[config.mk]
export PLATFORM = sky130hd
export DESIGN_NAME = ay_bus_master
export DESIGN_NICKNAME = d
export VERILOG_FILES = /design/src/rtl/ay_bus_master.sv
export SDC_FILE = /design/constraint.sdc
export NUM_CORES = 1
export LEC_CHECK = 0
export ABC_AREA = 1
export CAP_MARGIN = 20
export CORE_ASPECT_RATIO = 1.4
export CORE_MARGIN = 3
export CORE_UTILIZATION = 40
export DETAILED_ROUTE_END_ITERATION = 10
export PLACE_DENSITY_LB_ADDON = 0.12
export SKIP_CTS_REPAIR_TIMING = 1
export SYNTH_ARGS = -nofsm -noshare
export SYNTH_HDL_FRONTEND = slang
export SYNTH_SLANG_ARGS = --single-unit
[constraint.sdc]
create_clock -name clk -period 2.2 [get_ports clk]
set_input_delay 0.44 -clock clk [delete_from_list [all_inputs] [get_ports clk]]
set_output_delay 0.44 -clock clk [all_outputs]
set_load 0.005 [all_outputs]
[src/rtl/ay_bus_master.sv]
// AY-slot bus initiator: turns req/op/wdata into timed BDIR/BC1/BC2 bus cycles.
// Define AY_BUS_MASTER_VERIFY_EN to add an automatic readback after every data write.
module ay_bus_master #(
  parameter int unsigned T_SETUP = 3,
  parameter int unsigned T_PULSE = 20,
  parameter int unsigned T_HOLD  = 3,
  parameter int unsigned CNT_W   = 8
) (
  input  logic       clk,
  input  logic       rst,
  input  logic       req,
  input  logic [1:0] op,
  input  logic [7:0] wdata,
  output logic       rdy,
  output logic       done,
  output logic [7:0] rdata,
  output logic       verify_err,
  output logic [7:0] ayd_out,
  output logic       ayd_oe,
  input  logic [7:0] ayd_in,
  output logic       aybdir,
  output logic       aybc1,
  output logic       aybc2,
  output logic       aya8,
  output logic       aya9_n
);

  localparam logic [2:0] S_IDLE   = 3'd0;
  localparam logic [2:0] S_SETUP  = 3'd1;
  localparam logic [2:0] S_STROBE = 3'd2;
  localparam logic [2:0] S_HOLD   = 3'd3;
  localparam logic [2:0] S_DONE   = 3'd4;

  localparam logic [1:0] OP_LATCH = 2'b00;
  localparam logic [1:0] OP_WR    = 2'b01;
  localparam logic [1:0] OP_RD    = 2'b10;
  localparam logic [1:0] OP_NOP   = 2'b11;

  // Counters load T-1 so each phase spans exactly T cycles.
  localparam logic [CNT_W-1:0] SETUP_LD = CNT_W'(T_SETUP - 1);
  localparam logic [CNT_W-1:0] PULSE_LD = CNT_W'(T_PULSE - 1);
  localparam logic [CNT_W-1:0] HOLD_LD  = CNT_W'(T_HOLD - 1);

  logic [2:0]       state_q, state_nxt;
  logic [CNT_W-1:0] cnt_q, cnt_nxt;
  logic [1:0]       op_q, op_nxt;
  logic [7:0]       wdata_q, wdata_nxt;
  logic             rb_q, rb_nxt;
  logic [7:0]       rdata_nxt, dout_nxt;
  logic             verr_nxt, rdy_nxt, done_nxt, oe_nxt, bdir_nxt, bc1_nxt;
  logic             rd_cyc, active;

  assign aya8   = 1'b1;
  assign aya9_n = 1'b0;

  // Next-state and next-output logic; outputs follow the state being entered.
  always_comb begin
    state_nxt = state_q;
    cnt_nxt   = cnt_q;
    op_nxt    = op_q;
    wdata_nxt = wdata_q;
    rb_nxt    = rb_q;
    rdata_nxt = rdata;
    verr_nxt  = verify_err;

    case (state_q)
      S_IDLE, S_DONE: begin
        state_nxt = S_IDLE;
        if (req) begin
          op_nxt    = op;
          wdata_nxt = wdata;
          rb_nxt    = 1'b0;
          verr_nxt  = 1'b0;
          if (op == OP_NOP) begin
            state_nxt = S_DONE;
          end else begin
            state_nxt = S_SETUP;
            cnt_nxt   = SETUP_LD;
          end
        end
      end
      S_SETUP: begin
        if (cnt_q == '0) begin
          state_nxt = S_STROBE;
          cnt_nxt   = PULSE_LD;
        end else begin
          cnt_nxt = cnt_q - 1'b1;
        end
      end
      S_STROBE: begin
        if (cnt_q == '0) begin
          state_nxt = S_HOLD;
          cnt_nxt   = HOLD_LD;
          if ((op_q == OP_RD) || rb_q) begin
            rdata_nxt = ayd_in;
`ifdef AY_BUS_MASTER_VERIFY_EN
            if (rb_q && (ayd_in != wdata_q)) verr_nxt = 1'b1;
`endif
          end
        end else begin
          cnt_nxt = cnt_q - 1'b1;
        end
      end
      S_HOLD: begin
        if (cnt_q == '0) begin
          state_nxt = S_DONE;
`ifdef AY_BUS_MASTER_VERIFY_EN
          // A data write chains straight into a readback of the same register.
          if ((op_q == OP_WR) && !rb_q) begin
            state_nxt = S_SETUP;
            cnt_nxt   = SETUP_LD;
            rb_nxt    = 1'b1;
          end
`endif
        end else begin
          cnt_nxt = cnt_q - 1'b1;
        end
      end
      default: state_nxt = S_IDLE;
    endcase

    rd_cyc   = (op_nxt == OP_RD) || rb_nxt;
    active   = (state_nxt == S_SETUP) || (state_nxt == S_STROBE) || (state_nxt == S_HOLD);
    bdir_nxt = (state_nxt == S_STROBE) && !rd_cyc;
    bc1_nxt  = (state_nxt == S_STROBE) && (rd_cyc || (op_nxt == OP_LATCH));
    oe_nxt   = active && !rd_cyc;
    dout_nxt = oe_nxt ? wdata_nxt : 8'h00;
    rdy_nxt  = (state_nxt == S_IDLE) || (state_nxt == S_DONE);
    done_nxt = (state_nxt == S_DONE);
`ifndef AY_BUS_MASTER_VERIFY_EN
    verr_nxt = 1'b0;
`endif
  end

  // State and output registers; reset releases all strobes at once.
  always_ff @(posedge clk or posedge rst) begin
    if (rst) begin
      state_q    <= S_IDLE;
      cnt_q      <= '0;
      op_q       <= OP_NOP;
      wdata_q    <= 8'h00;
      rb_q       <= 1'b0;
      rdy        <= 1'b1;
      done       <= 1'b0;
      rdata      <= 8'h00;
      verify_err <= 1'b0;
      ayd_out    <= 8'h00;
      ayd_oe     <= 1'b0;
      aybdir     <= 1'b0;
      aybc1      <= 1'b0;
      aybc2      <= 1'b1;
    end else begin
      state_q    <= state_nxt;
      cnt_q      <= cnt_nxt;
      op_q       <= op_nxt;
      wdata_q    <= wdata_nxt;
      rb_q       <= rb_nxt;
      rdy        <= rdy_nxt;
      done       <= done_nxt;
      rdata      <= rdata_nxt;
      verify_err <= verr_nxt;
      ayd_out    <= dout_nxt;
      ayd_oe     <= oe_nxt;
      aybdir     <= bdir_nxt;
      aybc1      <= bc1_nxt;
      aybc2      <= 1'b1;
    end
  end

endmodule

Yosys cells after proc, flatten, opt, wreduce, memory -nomap -nowiden

Cells that the tools add are included.

Logic and storage cells: 64
Output and inout port bits: 25
Register bits: 43
Bits of input ports: 21

Equality and inequality tests: 14
Multiplexer cells: 19
Reductions and logical operators: 18
Add/subtract/negate cells: 1

Operators by type and width:

| operator                                                               | number |
|---|---|
| 8-bit two-way mux                                                      | 8 |
| 8-bit one-hot mux with 4 select lines                                  | 1 |
| 3-bit two-way mux                                                      | 5 |
| 3-bit by 2-bit equality test with 1-bit output (second input constant) | 4 |
| 3-bit one-hot mux with 4 select lines                                  | 1 |
| 8-bit logical NOT                                                      | 1 |
| 8-bit by 1-bit subtractor with 8-bit output (second input constant)    | 1 |
| 2-bit equality test (second input constant)                            | 3 |
| 3-bit by 1-bit equality test with 1-bit output (second input constant) | 2 |
| 3-bit equality test (second input constant)                            | 2 |
| 3-bit logical NOT                                                      | 2 |
| 1-bit logical OR                                                       | 6 |
| 2-bit != test (second input constant)                                  | 3 |
| 2-bit two-way mux                                                      | 2 |
| 4-bit AND reduction                                                    | 1 |
| 4-bit nonzero test                                                     | 1 |
| 1-bit logical AND                                                      | 3 |
| 3-bit AND reduction                                                    | 1 |
| 2-bit logical NOT                                                      | 1 |
| 1-bit two-way mux                                                      | 2 |
| 2-bit OR reduction                                                     | 1 |
| 1-bit logical NOT                                                      | 1 |

Logic depth before layout (Yosys ltp)

Depth in word-level cells: 9
Mapped depth: 10
Depth with buffers taken out: 10

Worst setup path before layout

No wires, ideal clock.

Kind: register to register
Start: reg cnt_q[0]
End: reg rdata[0]
Arrival time: 1,411 ps
Path slack: 672 ps
Cell stages (with the launch flop): 10
Required time: 2,082 ps
Path buffers: 0
Path through: dfrtp_1 inv_1 ha_1 nand2_1 nor2_2 nand3b_1 inv_2 nand2_2 nand2_1 nand2_1

Longest elaborated chain between the ends: 2

Ends and longest elaborated chain:

| element                       | line | text |
|---|---|---|
| start: declaration            | 45   | `logic [CNT_W-1:0] cnt_q, cnt_nxt;` |
| start signal: assignment      | 154  | `cnt_q <= cnt_nxt;` |
| 8-bit logical NOT             | 91   | `if (cnt_q == '0) begin` |
| 3-bit AND reduction (no line) | n/a  |  |
| end signal: assignment        | 160  | `rdata <= rdata_nxt;` |
| end: declaration              | 16   | `output logic [7:0] rdata,` |

No other way between the ends.
A chain may end at the register's enable or synchronous reset.

Final worst setup path

Ends and elaborated chain as after synthesis.

==> results.py <==
metrics = {
    "routing": {
        "route.detailed.vias_per_inst": 4.615,
        "detailedRoute.firstIterationViolations": 93,
        "routed-via-count": 1569,
        "ant_nets": 0,
        "wire_per_inst_um": 12.34,
        "wirelength_mm": 4.195,
        "dr.pass1.iters": 4,
        "post-route-drc-count": 0,
    },
    "clock_tree": {
        "cts.sinks": 43,
        "worst_skew_late_latency_ns": 0.30,
        "number_of_clock_buffers_inserted_by_tritoncts": 5,
        "cts.reportedPaths.clkPinSlew_ns": 0.09,
        "cts.path.max_buffers": 2,
        "root_buf_cell": "sky130_fd_sc_hd__clkbuf_8",
        "cts_htree_levels": 2,
        "tritoncts_clock_tree": "done",
    },
    "critical_path": {
        "worst_ep_arrival_time_ns": 2.04,
        "end_kind": "flip-flop",
        "worstSetupStartpointType": "flip-flop",
        "crit_path_cell_trace": "inv_1 > ha_1 > nand2_1 > nor2_2 > nand3b_1 > inv_2 > nand2_2 > nand2_1 > nand2_1",
        "path_delay_family": "simple AND/OR/NAND/NOR gates",
        "required_ns": 2.40,
        "buf_inv_stages_crit_path": 2,
        "class_of_the_most_critical_setup_path": "reg2reg",
        "critical_path.most_common_cell": "sky130_fd_sc_hd__nand2_1",
        "critPathMaxStageDelay_ns": 0.41,
        "timing.critical_path.fanout_max": 9,
        "cpMaxStageDelayCell": "sky130_fd_sc_hd__dfrtp_1",
    },
    "global_routing": {
        "global_route.usage.total": 0.1587,
        "grt_remaining_overflow": 0,
        "initial_antenna_violation_count": 0,
        "grt_max_degree": 44,
        "grt_first_pass_wirelength_mm": 7.251,
        "grt_pass1_vias": 1612,
    },
    "floorplanning": {
        "die_h_um": 90.23,
        "floorplan.initialDensity": 0.4154,
        "core_area_um2": 4880,
        "num_ports": 46,
        "chipWidth_um": 66.16,
        "num_rows": 30,
        "die_area_um2": 5969,
    },
    "final_layout": {
        "n_antenna_cell": 0,
        "final_cell_count_no_fill": 340,
        "post-route-cell-area_um2": 2590,
        "final_net_count": 297,
        "layout-area-overhead-vs-synth_pct": 27.78,
        "share_of_final_layout_standard_cells_stronger_than_drive_strength_1": 0.1594,
    },
    "timing": {
        "report.final.hold_viol_count": 0,
        "worst_slew_pin_slew_ns": 0.6295,
        "max-slew-margin-rel": 0.5771,
        "finClkSkew_ns": 0.007029,
        "fmax_ghz": 0.5446,
        "period_minus_slack_ns": 1.836,
        "final-max-slew-violation-count": 0,
        "rsz0062_at_grt": "false",
        "finalSetupTns_ns": 0,
        "timing.final.crit_share": 0.8347,
        "setup_viol": 0,
    },
    "logic_synthesis": {
        "synth_largest_area_cell": "sky130_fd_sc_hd__dfrtp_1",
        "synth_cells": 229,
        "synth_warnings": 0,
        "synth_flop_cell": "sky130_fd_sc_hd__dfrtp_1",
        "synth.top_cells.by_count": "sky130_fd_sc_hd__nand2_1, sky130_fd_sc_hd__dfrtp_1, sky130_fd_sc_hd__inv_1",
        "yosys_register_bits": 43,
        "post-synth-top-count-cell": "sky130_fd_sc_hd__nand2_1",
        "synth_seq_area_share": 0.5327,
        "yosys.cell_types.count": 29,
        "synth_area_um2": 2027,
        "synth_area_leaders": "sky130_fd_sc_hd__dfrtp_1, sky130_fd_sc_hd__nand2_1, sky130_fd_sc_hd__inv_1",
        "synth.top_cell.area_share": 0.4938,
        "post_synth.cell_area_avg_um2": 8.851,
        "postSynth.asyncResetShare": 1.000,
        "synth-edff-count": 0,
    },
    "worst_hold_path": {
        "hold_class": "reg2reg",
    },
    "flow_run": {
        "maxCapViolations": 0,
    },
    "place": {
        "placement.cell_area_um2": 2495,
        "place.port_buffers": 41,
        "gp_routability_congestion": 0.8198,
        "placed_cells": 332,
        "post-dp-hpwl_mm": 3.137,
    },
    "power": {
        "irDropWorstVdd_v": 0.0007134,
        "power.density_cell_area_nw_per_um2": 1337,
        "p_leak_nw": 1.216,
    },
    "status": {
        "run_status": "completed",
    },
}
==> layer usage <==
metal | routed length (um) | track usage | part of all wire | up-vias
met3 | 152 | 0.04000 | 0.036 | 9
met4 | 96 | 0.07288 | 0.023 | 0
met1 | 1688 | 0.1794 | 0.40 | 737
li1 | - | - | - | 796
met5 | 0 | 0 | 0 | -
met2 | 2257 | 0.2717 | 0.54 | 27
==> cell type report <==
class / instances / area (um^2)
fillers: 471 / 2290
clock buffers: 7 / 86.33
multi-input cells: 147 / 773.2
well taps: 64 / 80.08
inverters: 35 / 136.4
flip-flops and latches: 43 / 1080
clock inverters: 1 / 8.758
repair buffers: 43 / 425.4
==> power breakdown <==
group	internal, mW	leakage (nW)	switching, mW	total (mW)
logic	0.731	0.669	0.898	1.63
clock network	0.257	0.0484	0.275	0.532
registers	1.14	0.499	0.164	1.30
total	2.13	1.22	1.34	3.46
==> worst min-delay path, delay by kind of cell (launching register included) <==
family           cells  cell delay [ns]
and+or+nand+nor      2             0.10
DFF                  1             0.35
==> worst paths after layout <==
kind	endpoint	start	slack, ns	depth (start not counted)
worst min register to register	rdata[4]$_DFFE_PP0P_	rdata[4]$_DFFE_PP0P_	0.48	2
max in group asynchronous	op_q[1]$_DFF_PP1_	rst	1.25	3
worst max-delay path	rdata[0]$_DFFE_PP0P_	cnt_q[0]$_DFFE_PP0P_	0.36	9
worst min-delay path	rdata[4]$_DFFE_PP0P_	rdata[4]$_DFFE_PP0P_	0.48	2
worst max register to register	rdata[0]$_DFFE_PP0P_	cnt_q[0]$_DFFE_PP0P_	0.36	9
min in group asynchronous	rdata[3]$_DFFE_PP0P_	rst	0.57	3
==> flip-flops by register name, indices dropped and copies added, names as in the netlist <==
register  flops
rdy           1
done          1
op_q          2
aybdir        1
wdata_q       8
rdata         8
ayd_out       8
state_q       3
aybc1         1
rb_q          1
cnt_q         8
ayd_oe        1
==> stage by stage <==
| step | setup slack (ns) | total power [mW] | utilization | hold slack [ns] |
|---|---|---|---|---|
| 2_1_floorplan | 0.6717 | 2.366 | - | 0.4626 |
| 3_3_place_gp | 0.2767 | 2.959 | 0.5113 | 0.4550 |
| 3_5_place_dp | 0.2277 | 2.968 | 0.5113 | 0.4601 |
| 4_1_cts | 0.3498 | 3.510 | 0.5308 | 0.4803 |
| 5_1_grt | 0.1936 | 3.789 | 0.5308 | 0.5100 |
| 6_report | 0.3637 | 3.464 | 0.5308 | 0.4768 |
==> cells by family (layout without fill, tap and decap cells) <==
| group | after synthesis | count (layout) | share of synthesized area |
|---|---|---|---|
| AO/OA/AOI/OAI | 21 | 21 | 0.05802 |
| XOR/XNOR | 1 | 1 | 0.004322 |
| adder cells (fa/ha/maj) | 1 | 1 | 0.006172 |
| buffers and inverters | 41 | 86 | 0.08950 |
| flip-flops | 43 | 43 | 0.5327 |
| other | 2 | 4 | 0.003705 |
| AND/OR/NAND/NOR | 120 | 120 | 0.3055 |
==> placed cells by master (no fill, tap or decap), types with 3 or more instances in the layout <==
| cell type | n |
|---|---|
| sky130_fd_sc_hd__or2_0 | 7 |
| sky130_fd_sc_hd__nand2_4 | 4 |
| sky130_fd_sc_hd__conb_1 | 4 |
| sky130_fd_sc_hd__o21ai_0 | 11 |
| sky130_fd_sc_hd__nand2_2 | 4 |
| sky130_fd_sc_hd__nand2_1 | 48 |
| sky130_fd_sc_hd__inv_2 | 5 |
| sky130_fd_sc_hd__clkdlybuf4s50_1 | 41 |
| sky130_fd_sc_hd__o21ai_1 | 4 |
| sky130_fd_sc_hd__nand3_1 | 20 |
| sky130_fd_sc_hd__nor2_1 | 14 |
| sky130_fd_sc_hd__clkbuf_8 | 6 |
| sky130_fd_sc_hd__dfrtp_1 | 40 |
| sky130_fd_sc_hd__inv_1 | 28 |
| sky130_fd_sc_hd__nor2_2 | 12 |
| sky130_fd_sc_hd__nand4_1 | 4 |
| sky130_fd_sc_hd__dfstp_2 | 3 |
(Power assumes the default switching activity.)
